--- src/rtl/memo_pkg.sv ---
// Shared lane types for the memo stream buffer: one 6-bit lane is a 4-bit
// unsigned high part and a 2-bit signed low part.
package memo_pkg;

  localparam int MEMO_HI_W = 4;
  localparam int MEMO_LO_W = 2;
  localparam int MEMO_W    = MEMO_HI_W + MEMO_LO_W;

  typedef struct packed {
    logic        [MEMO_HI_W-1:0] parts_hi;
    logic signed [MEMO_LO_W-1:0] parts_lo;
  } memo_struct_t;

  typedef logic [MEMO_W-1:0] memo_lane_t;

  // Disabled lanes are stored as all-zero so stale bits never reach the consumer.
  function automatic memo_struct_t mask_lane(input memo_struct_t lane, input logic en);
    return en ? lane : memo_struct_t'('0);
  endfunction

endpackage

--- src/rtl/memo_lane_sum.sv ---
// Masked, sign-extending reduction of the signed low parts of NUM_CH lanes.
module memo_lane_sum
  import memo_pkg::*;
#(
  parameter int NUM_CH = 2,
  parameter int SUM_W  = MEMO_LO_W + $clog2(NUM_CH) + 1
) (
  input  logic        [NUM_CH*MEMO_LO_W-1:0] lo_bits,
  input  logic        [NUM_CH-1:0]           lane_en,
  output logic signed [SUM_W-1:0]            lo_sum
);

  // SUM_W leaves headroom for NUM_CH lanes at -2, so the sum is always exact.
  always_comb begin
    lo_sum = '0;
    for (int i = 0; i < NUM_CH; i++) begin
      if (lane_en[i]) begin
        lo_sum = lo_sum + SUM_W'($signed(lo_bits[i*MEMO_LO_W +: MEMO_LO_W]));
      end
    end
  end

endmodule

--- src/rtl/memo_stream_buffer.sv ---
// DEPTH-entry valid/ready FIFO of NUM_CH-lane memo_struct_t entries with lane
// masks, head replay (hold_mode), overflow flag and a signed low-part reduction.
module memo_stream_buffer
  import memo_pkg::*;
#(
  parameter int NUM_CH = 2,
  parameter int DEPTH  = 4,
  parameter int AF_TH  = DEPTH - 1
) (
  input  logic                                   clk,
  input  logic                                   rst_n,
  input  logic                                   in_valid,
  output logic                                   in_ready,
  input  logic        [NUM_CH*MEMO_W-1:0]        in_data,
  input  logic        [NUM_CH-1:0]               in_lane_en,
  output logic                                   out_valid,
  input  logic                                   out_ready,
  output logic        [NUM_CH*MEMO_W-1:0]        out_data,
  output logic        [NUM_CH-1:0]               out_lane_en,
  output logic signed [MEMO_LO_W+$clog2(NUM_CH):0] out_lo_sum,
  output logic        [$clog2(DEPTH):0]          level,
  output logic                                   almost_full,
  input  logic                                   hold_mode,
  output logic                                   overflow_sticky,
  input  logic                                   clr_sticky
);

  localparam int PTR_W = $clog2(DEPTH);
  localparam int LVL_W = PTR_W + 1;
  localparam int SUM_W = MEMO_LO_W + $clog2(NUM_CH) + 1;
  localparam logic [LVL_W-1:0] FULL_LVL = LVL_W'(DEPTH);
  localparam logic [LVL_W-1:0] AF_LVL   = LVL_W'(AF_TH);

  memo_struct_t [NUM_CH-1:0] mem      [DEPTH];
  logic         [NUM_CH-1:0] mask_mem [DEPTH];

  logic         [PTR_W-1:0]            wr_ptr;
  logic         [PTR_W-1:0]            rd_ptr;
  memo_struct_t [NUM_CH-1:0]           in_lanes;
  memo_struct_t [NUM_CH-1:0]           wr_lanes;
  memo_struct_t [NUM_CH-1:0]           head_lanes;
  logic         [NUM_CH*MEMO_LO_W-1:0] head_lo;
  logic         [NUM_CH-1:0]           sum_en;
  logic                                push;
  logic                                pop;

  assign in_lanes    = in_data;
  assign in_ready    = (level != FULL_LVL);
  assign out_valid   = (level != '0);
  assign almost_full = (level >= AF_LVL);
  assign push        = in_valid && in_ready;
  assign pop         = out_valid && out_ready && !hold_mode;

  assign head_lanes  = mem[rd_ptr];
  assign out_data    = head_lanes;
  assign out_lane_en = mask_mem[rd_ptr];
  // An empty buffer still shows a stale head slot; gate the mask so the sum reads 0.
  assign sum_en      = out_valid ? out_lane_en : '0;

  always_comb begin
    wr_lanes = '0;
    head_lo  = '0;
    for (int i = 0; i < NUM_CH; i++) begin
      wr_lanes[i]                         = mask_lane(in_lanes[i], in_lane_en[i]);
      head_lo[i*MEMO_LO_W +: MEMO_LO_W]   = head_lanes[i].parts_lo;
    end
  end

  // Pointers wrap naturally because DEPTH is a power of two.
  always_ff @(posedge clk or negedge rst_n) begin
    if (!rst_n) begin
      wr_ptr          <= '0;
      rd_ptr          <= '0;
      level           <= '0;
      overflow_sticky <= 1'b0;
      for (int i = 0; i < DEPTH; i++) begin
        mem[i]      <= '0;
        mask_mem[i] <= '0;
      end
    end else begin
      if (push) begin
        mem[wr_ptr]      <= wr_lanes;
        mask_mem[wr_ptr] <= in_lane_en;
        wr_ptr           <= wr_ptr + PTR_W'(1);
      end
      if (pop) begin
        rd_ptr <= rd_ptr + PTR_W'(1);
      end
      case ({push, pop})
        2'b10:   level <= level + LVL_W'(1);
        2'b01:   level <= level - LVL_W'(1);
        default: level <= level;
      endcase
      if (in_valid && !in_ready) begin
        overflow_sticky <= 1'b1;
      end else if (clr_sticky) begin
        overflow_sticky <= 1'b0;
      end
    end
  end

  memo_lane_sum #(
    .NUM_CH (NUM_CH),
    .SUM_W  (SUM_W)
  ) u_lane_sum (
    .lo_bits (head_lo),
    .lane_en (sum_en),
    .lo_sum  (out_lo_sum)
  );

endmodule

--- config.mk ---
export PLATFORM = sky130hd
export DESIGN_NAME = memo_stream_buffer
export DESIGN_NICKNAME = d
export VERILOG_FILES = /design/src/rtl/memo_pkg.sv /design/src/rtl/memo_lane_sum.sv /design/src/rtl/memo_stream_buffer.sv
export SDC_FILE = /design/constraint.sdc
export NUM_CORES = 1
export LEC_CHECK = 0
export ABC_AREA = 1
export CAP_MARGIN = 20
export CORE_UTILIZATION = 25
export DETAILED_ROUTE_END_ITERATION = 8
export GPL_TIMING_DRIVEN = 1
export PLACE_DENSITY_LB_ADDON = 0.1
export SETUP_SLACK_MARGIN = 0.05
export SLEW_MARGIN = 5
export SYNTH_ARGS = -nofsm -noshare
export SYNTH_HDL_FRONTEND = slang
export SYNTH_HIERARCHICAL = 1
export SYNTH_SLANG_ARGS = --single-unit
--- constraint.sdc ---
create_clock -name clk -period 3.5 [get_ports clk]
set_clock_uncertainty 0.1 [all_clocks]
set_input_delay 1.05 -clock clk [delete_from_list [all_inputs] [get_ports clk]]
set_output_delay 1.05 -clock clk [all_outputs]
set_load 0.01 [all_outputs]
== Word-level counts from Yosys, hierarchy flattened ==
Index checks and enable logic that the tools add are counted.
Word-level totals
  input bits: 20
  output and inout bits: 25
  flip-flop bits (word level): 64
Operators by class
  add/subtract/negate cells: 5
  muxes and demuxes: 20
  bitwise logic cells: 2
  equality and inequality tests: 3
  reduce and logical (&&, ||, !) cells: 10
  order comparisons: 4
Operator list (number)
  48-bit bitwise mux: 1
  12-bit 2-to-1 mux: 3
  12-bit binary-select mux with 2-bit select: 1
  12-bit demux with 2-bit select: 1
  6-bit 2-to-1 mux: 2
  8-bit bitwise mux: 1
  2-bit 2-to-1 mux: 4
  4-bit 2-to-1 mux: 2
  3-bit >= comparator (second input constant): 2
  2-bit NOT with 3-bit output: 2
  3-bit one-hot mux with 2 select lines: 1
  1-bit logical AND: 5
  2-bit by 1-bit adder with 2-bit output (second input constant): 2
  4-bit by 2-bit adder with 4-bit output: 1
  2-bit binary-select mux with 2-bit select: 1
  2-bit demux with 2-bit select: 1
  2-bit nonzero test: 2
  3-bit by 1-bit adder with 3-bit output (second input constant): 1
  3-bit by 2-bit >= comparator with 1-bit output (second input constant): 1
  3-bit by 1-bit less-than comparator with 1-bit output (second input constant): 1
  3-bit inequality test (second input constant): 1
  3-bit nonzero test: 1
  3-bit by 1-bit subtractor with 3-bit output (second input constant): 1
  2-bit by 1-bit == test with 1-bit output (second input constant): 1
  3 further kinds: 5

== Longest topological paths before layout ==
Gate-level depths: netlist of the first run.
  depth in word-level cells: 8
  depth in mapped cells: 14
  gate-level depth less buffers: 12

== Hierarchy ==
The synthesis of the first run kept the hierarchy.
By module, submodules not included
  memo_stream_buffer: cells each 432, times used 1, area an instance 3414.5 sq um, seq. area each 1601.5 sq um
  memo_lane_sum: cells each 19, times used 1, area an instance 123.9 sq um, seq. area each 0.0 sq um

== Worst setup path before layout of the first run ==
OpenSTA, ideal clock, no wires.
  kind: reg-to-output
  from: reg rd_ptr[1]
  to: out out_lo_sum[3]
  stages on the path, launching flop included: 11
  data required time: 2350 ps
  buffers on the path: 2
  path slack: 224 ps
  data arrival time: 2126 ps
  cells stage by stage: dfrtp_1 > inv_2 > buf_2 > o21ai_0 > o21ai_0 > inv_1 > fa_1 > inv_1 > nand2_1 > nand2_1 > buf_4
RTL lines
  start: declaration: line memo_stream_buffer.sv:38  | logic [PTR_W-1:0] rd_ptr;
  start signal: assignment: line memo_stream_buffer.sv:87  | rd_ptr <= rd_ptr + PTR_W'(1);
  2-bit NOT with 3-bit output (implied by the code): line memo_stream_buffer.sv:54  | assign head_lanes = mem[rd_ptr];
  12-bit binary-select mux with 2-bit select: line memo_stream_buffer.sv:54
  12-bit 2-to-1 mux (implied by the code) (2 in a row): line memo_stream_buffer.sv:54
  net out_data[7]: line memo_stream_buffer.sv:18  | output logic [NUM_CH*MEMO_W-1:0] out_data,
  4-bit by 2-bit adder with 4-bit output: line memo_lane_sum.sv:18  | lo_sum = lo_sum + SUM_W'($signed(lo_bits[i*MEMO_LO_W +: MEMO_LO_W]));
  4-bit 2-to-1 mux: line memo_lane_sum.sv:17  | if (lane_en[i]) begin
  end: declaration: line memo_stream_buffer.sv:20  | output logic signed [MEMO_LO_W+$clog2(NUM_CH):0] out_lo_sum,
The timed path passes the listed nets, and every way through them passes these cells. The select of a mux whose other input is x is not followed.

== Worst setup path in the final report of the first run ==
  from: reg rd_ptr[0]
  to: out out_lo_sum[1]
Between the ends
  word-level cells in the longest chain between the ends: 8
RTL lines
  2-bit NOT with 3-bit output (implied by the code) (*): line memo_stream_buffer.sv:54, memo_stream_buffer.sv:56
  2-bit binary-select mux with 2-bit select: line memo_stream_buffer.sv:56  | assign out_lane_en = mask_mem[rd_ptr];
  2-bit 2-to-1 mux (implied by the code) (2 in a row): line memo_stream_buffer.sv:56
  2-bit 2-to-1 mux: line memo_stream_buffer.sv:58  | assign sum_en = out_valid ? out_lane_en : '0;
  4-bit 2-to-1 mux: line memo_lane_sum.sv:17
  4-bit by 2-bit adder with 4-bit output: line memo_lane_sum.sv:18
  4-bit 2-to-1 mux (*): line memo_lane_sum.sv:17
Every way passes the cells marked *; elsewhere a longest branch is shown, timed or not. The select of a mux whose other input is x is not followed.

==> reports/metrics.cfg, run 1 <==
[outcome]
outcome = completed

[finish]
utilization_pct = 33.2
finish.instance_area_um2 = 4590
final_nets = 537
antenna_cells = 0
drive_above_1_share_pct = 14.8
syn_to_final_growth_pct = 29.7

[floorplanning]
rows = 43
start_util_pct = 25.6
die_area_um2 = 14600
core_um2 = 13800
pin_count = 45
die_width_um = 121
die_h_um = 121

[global_routing]
grt_antenna_before_repair = 0
grt_start_max_net_pins = 65
grt_pass1_wl_um = 18200
grt_usage_pct = 16.6
first_global_vias = 3227
overflow = 0

[detailed_routing]
drt-pass1-iter-count = 5
drc = 0
via_per_inst = 4.69
num_vias = 3243
wl_per_cell_um = 16.5
antenna_left = 0
drt-initial-drc-count = 283
wirelength_um = 11400

[clock_tree]
ctsHoldBuffers = 0
clk_latency_ns = 0.32
root_buffer = clkbuf_16
cts_buffers = 9
clockBufferDepth = 2
clk_pin_slew_ns = 0.06
cts-htree-levels = 3
cts_tree = yes
cts.sinks = 64

[hold_path]
min_to = mem[29]
hold_class = register to register
whs_path_depth = 2
hp-start = mem[29]

[sta]
hold_violations = 0
relSlewSlack_pct = 46.9
setup_viol = 0
slew_violations = 0
setup_tns_ns = 0
layout_min_cycle_time_ns = 3.34
rsz0062_at_grt = true
max_freq_ghz = 0.299
fin_crit_sh_pct = 95.4
tightest_slew_ns = 0.796

[worst_setup_path]
cp.arrival_ns = 2.19
required_ns = 2.35
crit_type = register to output pin
crit_fanout = 7
timing.rr.start = level[1]
critPathCaptureType = output pin
startpoint = rd_ptr[0]
r2r-end = mem[6]
reg2reg_slack_ns = 1.36
rr_worst_depth = 7
worst_setup_path_start_kind = register

[place]
dp_hpwl_um = 7000
dpl_cell_area_um2 = 4220
gp_congestion = 0.738
port_buffers = 44

[synth]
seq_area_frac_synth_pct = 45.3
yosysTopAreaCellShare_pct = 45.3
yosysWarnings = 6
synth_area_leaders = dfrtp_1, nand2_1, nand4_1, o21ai_0, nor2_1
yosysTopAreaCell = dfrtp_1
syn_area_um2 = 3540
synth_fp_nets = 480
synthCells = 451
synth_cell_types = 21
yosys_register_bits = 64
syn_avg_cell_area_um2 = 7.85

[power]
p_int_mw = 2.74
switchingPower_mw = 2.00
power_density_nw_per_um2 = 1030
p_seq_share_pct = 27.5
clockPowerShare_pct = 17.7
ir_drop_mv = 0.290
p_leak_nw = 2.35
p_comb_share_pct = 54.8
finalPower_mw = 4.74
p_sw_share_pct = 42.2

[flow_run]
drv_cap = 0

## registers in the layout (all words and copies together) (netlist names)
signal	flops
mask_mem	8
mem	48
wr_ptr	2
level	3
overflow_sticky	1
rd_ptr	2
## logic make-up after synthesis
| group | Yosys count | synth area share, % |
|---|---|---|
| fa+ha+maj | 9 | 3.82 |
| flops | 64 | 45.3 |
| simple gates | 273 | 36.0 |
| compound gates | 39 | 5.52 |
| buf+inv | 65 | 9.16 |
| xor+xnor | 1 | 0.248 |
## how the worst max path moves through the flow
stage | end | slack, ns | cells past startpoint
floorplan | out_lo_sum[3] | 0.22 | 10
global placement | out_lo_sum[1] | 0.003 | 12
detailed placement | out_lo_sum[1] | -0.04 | 12
CTS | out_lo_sum[2] | 0.06 | 13
global route | out_lo_sum[1] | 0.03 | 12
finish | out_lo_sum[1] | 0.16 | 12
## synth_stat cells
cell / n
buf_6: 6
o21ai_0: 38
nand2_1: 156
nand3_4: 4
ha_1: 6
nand3_1: 11
dfrtp_1: 64
nand4_1: 59
buf_4: 5
fa_1: 3
nor2_4: 1
inv_1: 31
inv_2: 2
nand3_2: 1
nand2_2: 1
o21ai_1: 1
buf_2: 13
xnor2_1: 1
nand2_8: 1
clkbuf_1: 8
nor2_1: 39
## placed cells by master, fill, tap and decap left out, types with 3 or more instances in the layout
cell and instances:
dfrtp_1 64, clkbuf_16 9, nand3_1 9, clkdlybuf4s50_1 38, fa_1 3, nand3_2 3, nor2_1 37, buf_4 30
inv_2 4, nand4_1 59, buf_6 4, ha_1 5, buf_2 4, inv_1 29, o21ai_0 31, nand2_1 151
o21ai_1 7, nand2_2 6, nand3_4 4
## metal layers
metal	wire length, um	GRT usage [%]	share of wire [%]
met5	0	0	0
met4	133	5.48	1.2
met3	370	2.26	3.2
met2	5190	25.6	45
met1	5750	23.8	50
## per-stage QoR
stage | instances | setup slack (ns) | hold slack [ns]
CTS | 690 | 0.0583 | 0.367
floorplan | 451 | 0.224 | 0.337
finish | 692 | 0.160 | 0.363
global route | 692 | 0.0296 | 0.385
detailed placement | 671 | -0.0369 | 0.353
global placement | 671 | 0.00304 | 0.351
## worst max-delay path: stages (launching register included)
cell and delay (ns):
dfrtp_1 0.41, buf_6 0.15, nor2_4 0.06, nor2_1 0.05, o21ai_1 0.08, o21ai_1 0.11
nand2_1 0.09, inv_2 0.04, ha_4 0.16, fa_1 0.49, nand2_1 0.05, nand2_1 0.06
buf_2 0.12
## power groups by stage
stage	Clock [mW]	Combinational, mW	Sequential, mW
after floorplan	0	1.38	1.27
after global placement	0	2.46	1.30
after detailed placement	0	2.48	1.30
after CTS	0.855	2.54	1.29
after global routing	0.892	2.90	1.34
final	0.839	2.60	1.30
## timing repair
action,CTS,global route
gates resized for setup,19,20
pin swaps,1,9
endpoints found under the setup margin,4,4
buffers inserted,4,2
## final cells by class
| class | instances | area [um2] |
|---|---|---|
| clock buffer | 12 | 256 |
| clock inverter | 3 | 17.5 |
| fill | 1475 | 9240 |
| inverter | 33 | 124 |
| multi-input combinational | 322 | 1660 |
| sequential | 64 | 1600 |
| tap | 180 | 225 |
| timing repair buffer | 78 | 703 |
Note: power is estimated with default switching activity, not from simulation.
==> inputs of run 2 (changes only) <==
==> constraint.sdc (replaced) <==
create_clock -name clk -period 3.7 [get_ports clk]
set_clock_uncertainty 0.1 [all_clocks]
set_input_delay 1.11 -clock clk [delete_from_list [all_inputs] [get_ports clk]]
set_output_delay 1.11 -clock clk [all_outputs]
set_load 0.01 [all_outputs]
==> run 2 against run 1 <==
Non-clock buffer count fell by 8. Global-route usage up 0.20 points. Sequential share of layout area is 0.64 points higher. Combinational power fell by 11%. Cell count is 1.0% lower. Largest cell class unchanged. Sequential power decreased by 5%. Sequential cell count stayed put. Highest routed layer unchanged.
==> reports/metrics.cfg, run 2 (synthesis gave the netlist of run 1 again) <==
[worst_setup_path]
critPathCaptureType = output pin
worst_setup_path_start_kind = register
path_cells = buf_4 > buf_4 > nor2_1 > nor2_1 > o21ai_0 > o21ai_1 > buf_4 > fa_1 > nand2_1 > nand2_1 > clkbuf_2
crit_top_cell = buf_4
rr_worst_depth = 7  ; unchanged
crit_type = register to output pin
slowest_stage = fa_1
crit_fanout = 9  ; +2
required_ns = 2.49  ; +0.14 ns
max_stage_delay_ns = 0.52  ; +0.03 ns
cp.arrival_ns = 2.35  ; +0.16 ns

[detailed_routing]
dr_wl_met3_um = 732  ; +98%
wl_per_cell_um = 16.7  ; +0.71%
num_vias = 3257  ; +0.43%
drt-pass1-iter-count = 4  ; -1
routedLengthMet1_um = 5320  ; -7.4%
drt-initial-drc-count = 214  ; -24%
highest-signal-layer = met4
via_per_inst = 4.75  ; +1.5%
antenna_left = 0  ; unchanged
route.met2.wl_um = 5140  ; -0.92%
wirelength_um = 11400  ; -0.31%
drc = 0  ; unchanged

[finish]
largest_reg_flops = 48  ; unchanged
drive_above_1_share_pct = 11.3  ; -3.6 points
layout_common_cells = nand2_1, dfrtp_1, nand4_1, clkdlybuf4s50_1, nor2_1
syn_to_final_growth_pct = 27.4
antenna_cells = 0  ; unchanged
regMostFlops = mem
mostFrequentLayoutCell = nand2_1
final-seq-area_um2 = 1600  ; unchanged
final_nets = 529  ; -1.5%
fillCellCount = 1467  ; -0.54%
finalNonFillerCells = 685  ; -1.0%
multi_input_area_um2 = 1630  ; -2.0%
largestRegisters = mem: 48 flops, mask_mem: 8 flops, level: 3 flops

[sta]
fin_crit_sh_pct = 96.3
setup_tns_ns = 0  ; unchanged
hold_violations = 0  ; unchanged
relSlewSlack_pct = 44.7  ; -2.2 points
setup_viol = 0  ; unchanged
tightest_slew_ns = 0.830  ; +0.0335 ns
slew_violations = 0  ; unchanged
rsz0062_at_grt = true
max_freq_ghz = 0.281
layout_min_cycle_time_ns = 3.56

[floorplanning]
pin_count = 45  ; unchanged
die_area_um2 = 14600  ; unchanged
die_width_um = 121  ; unchanged
start_util_pct = 25.6  ; unchanged
die_h_um = 121  ; unchanged
core_um2 = 13800  ; unchanged
rows = 43  ; unchanged

[clock_tree]
cts_buffers = 9  ; unchanged
ctsHoldBuffers = 0  ; unchanged
clk_pin_slew_ns = 0.05  ; about the same
root_buffer = clkbuf_16
cts_tree = yes
cts-htree-levels = 3  ; unchanged
cts.sinks = 64  ; unchanged
clk_latency_ns = 0.34  ; +0.02 ns
clockBufferDepth = 2  ; unchanged

[flow_run]
drv_cap = 0  ; unchanged

[outcome]
outcome = completed

[place]
gp_congestion = 0.767  ; +3.9%
port_buffers = 44  ; unchanged
numPlacedInstances = 666  ; -0.75%
dp_hpwl_um = 7060  ; +0.89%

[global_routing]
grt_start_max_net_pins = 64  ; -1.5%
overflow = 0  ; unchanged
grt_pass1_wl_um = 18000  ; -1.4%
grt_usage_pct = 16.8  ; +0.20 points
grt_antenna_before_repair = 0  ; unchanged
first_global_vias = 3168  ; -1.8%

[power]
ir_drop_mv = 0.261  ; -10%
power_density_nw_per_um2 = 979  ; -5.2%
p_leak_nw = 2.29  ; -2.5%

[hold_path]
whs_path_depth = 2  ; unchanged
hold_class = register to register

run 2: per-stage QoR:
step	cell area [um2]	power (mW)	worst slack [ns]	hold slack, ns	utilization, %
2_1_floorplan	3540	2.50	0.364	0.337	-
3_3_place_gp	4180	3.53	0.103	0.350	30.2
3_5_place_dp	4180	3.54	0.0743	0.353	30.2
4_1_cts	4480	4.42	0.0300	0.367	32.4
5_1_grt	4510	4.77	0.0195	0.387	32.6
6_report	4510	4.41	0.138	0.366	32.6
run 2: layout make-up:
class	instances	area share [%]
Clock buffer	14	5.86
Inverter	33	2.75
Sequential cell	64	35.5
Timing Repair Buffer	70	13.9
Tap cell	180	5.00
Clock inverter	2	0.833
Multi-Input combinational cell	322	36.1
run 2: where the power goes:
| part | internal [mW] | leakage [nW] | switching [mW] | total (mW) |
|---|---|---|---|---|
| Clock | 0.559 | 0.143 | 0.315 | 0.874 |
| Combinational | 0.982 | 1.32 | 1.33 | 2.31 |
| Sequential | 1.03 | 0.828 | 0.197 | 1.23 |
| Total | 2.57 | 2.29 | 1.84 | 4.41 |
run 2: timing repair:
action / 4_1_cts / 5_1_grt
buffers inserted: 0 / 3
endpoints found under the setup margin: 3 / 4
cloned: 0 / 0
resized for setup: 8 / 11
pin swaps: 0 / 2
run 2: routing by layer:
metal  GRT usage (%)  vias up
met5               0        -
met4            7.95        0
met3            2.87       14
met2            24.2      102
met1            24.2     1565
li1                -     1576
run 2: critical path, delay by kind of cell (launching register included):
family	cells	cell delay [ns]
adder cells (fa/ha/maj)	1	0.52
AO/OA/AOI/OAI	2	0.21
buffers and inverters	4	0.59
flip-flops	1	0.42
AND/OR/NAND/NOR	4	0.26
run 2: path summary, 6_finish.rpt:
| kind | slack [ns] | end | start |
|---|---|---|---|
| setup / recovery | 0.14 | out_lo_sum[1] | rd_ptr[0] |
| hold / removal | 0.37 | mem[34] | mem[34] |
| setup reg to reg | 1.47 | mem[1] | level[0] |
| hold reg to reg | 0.37 | mem[34] | mem[34] |
| max in group asynchronous | 2.18 | mem[19] | rst_n |
| min in group asynchronous | 0.58 | mem[3] | rst_n |
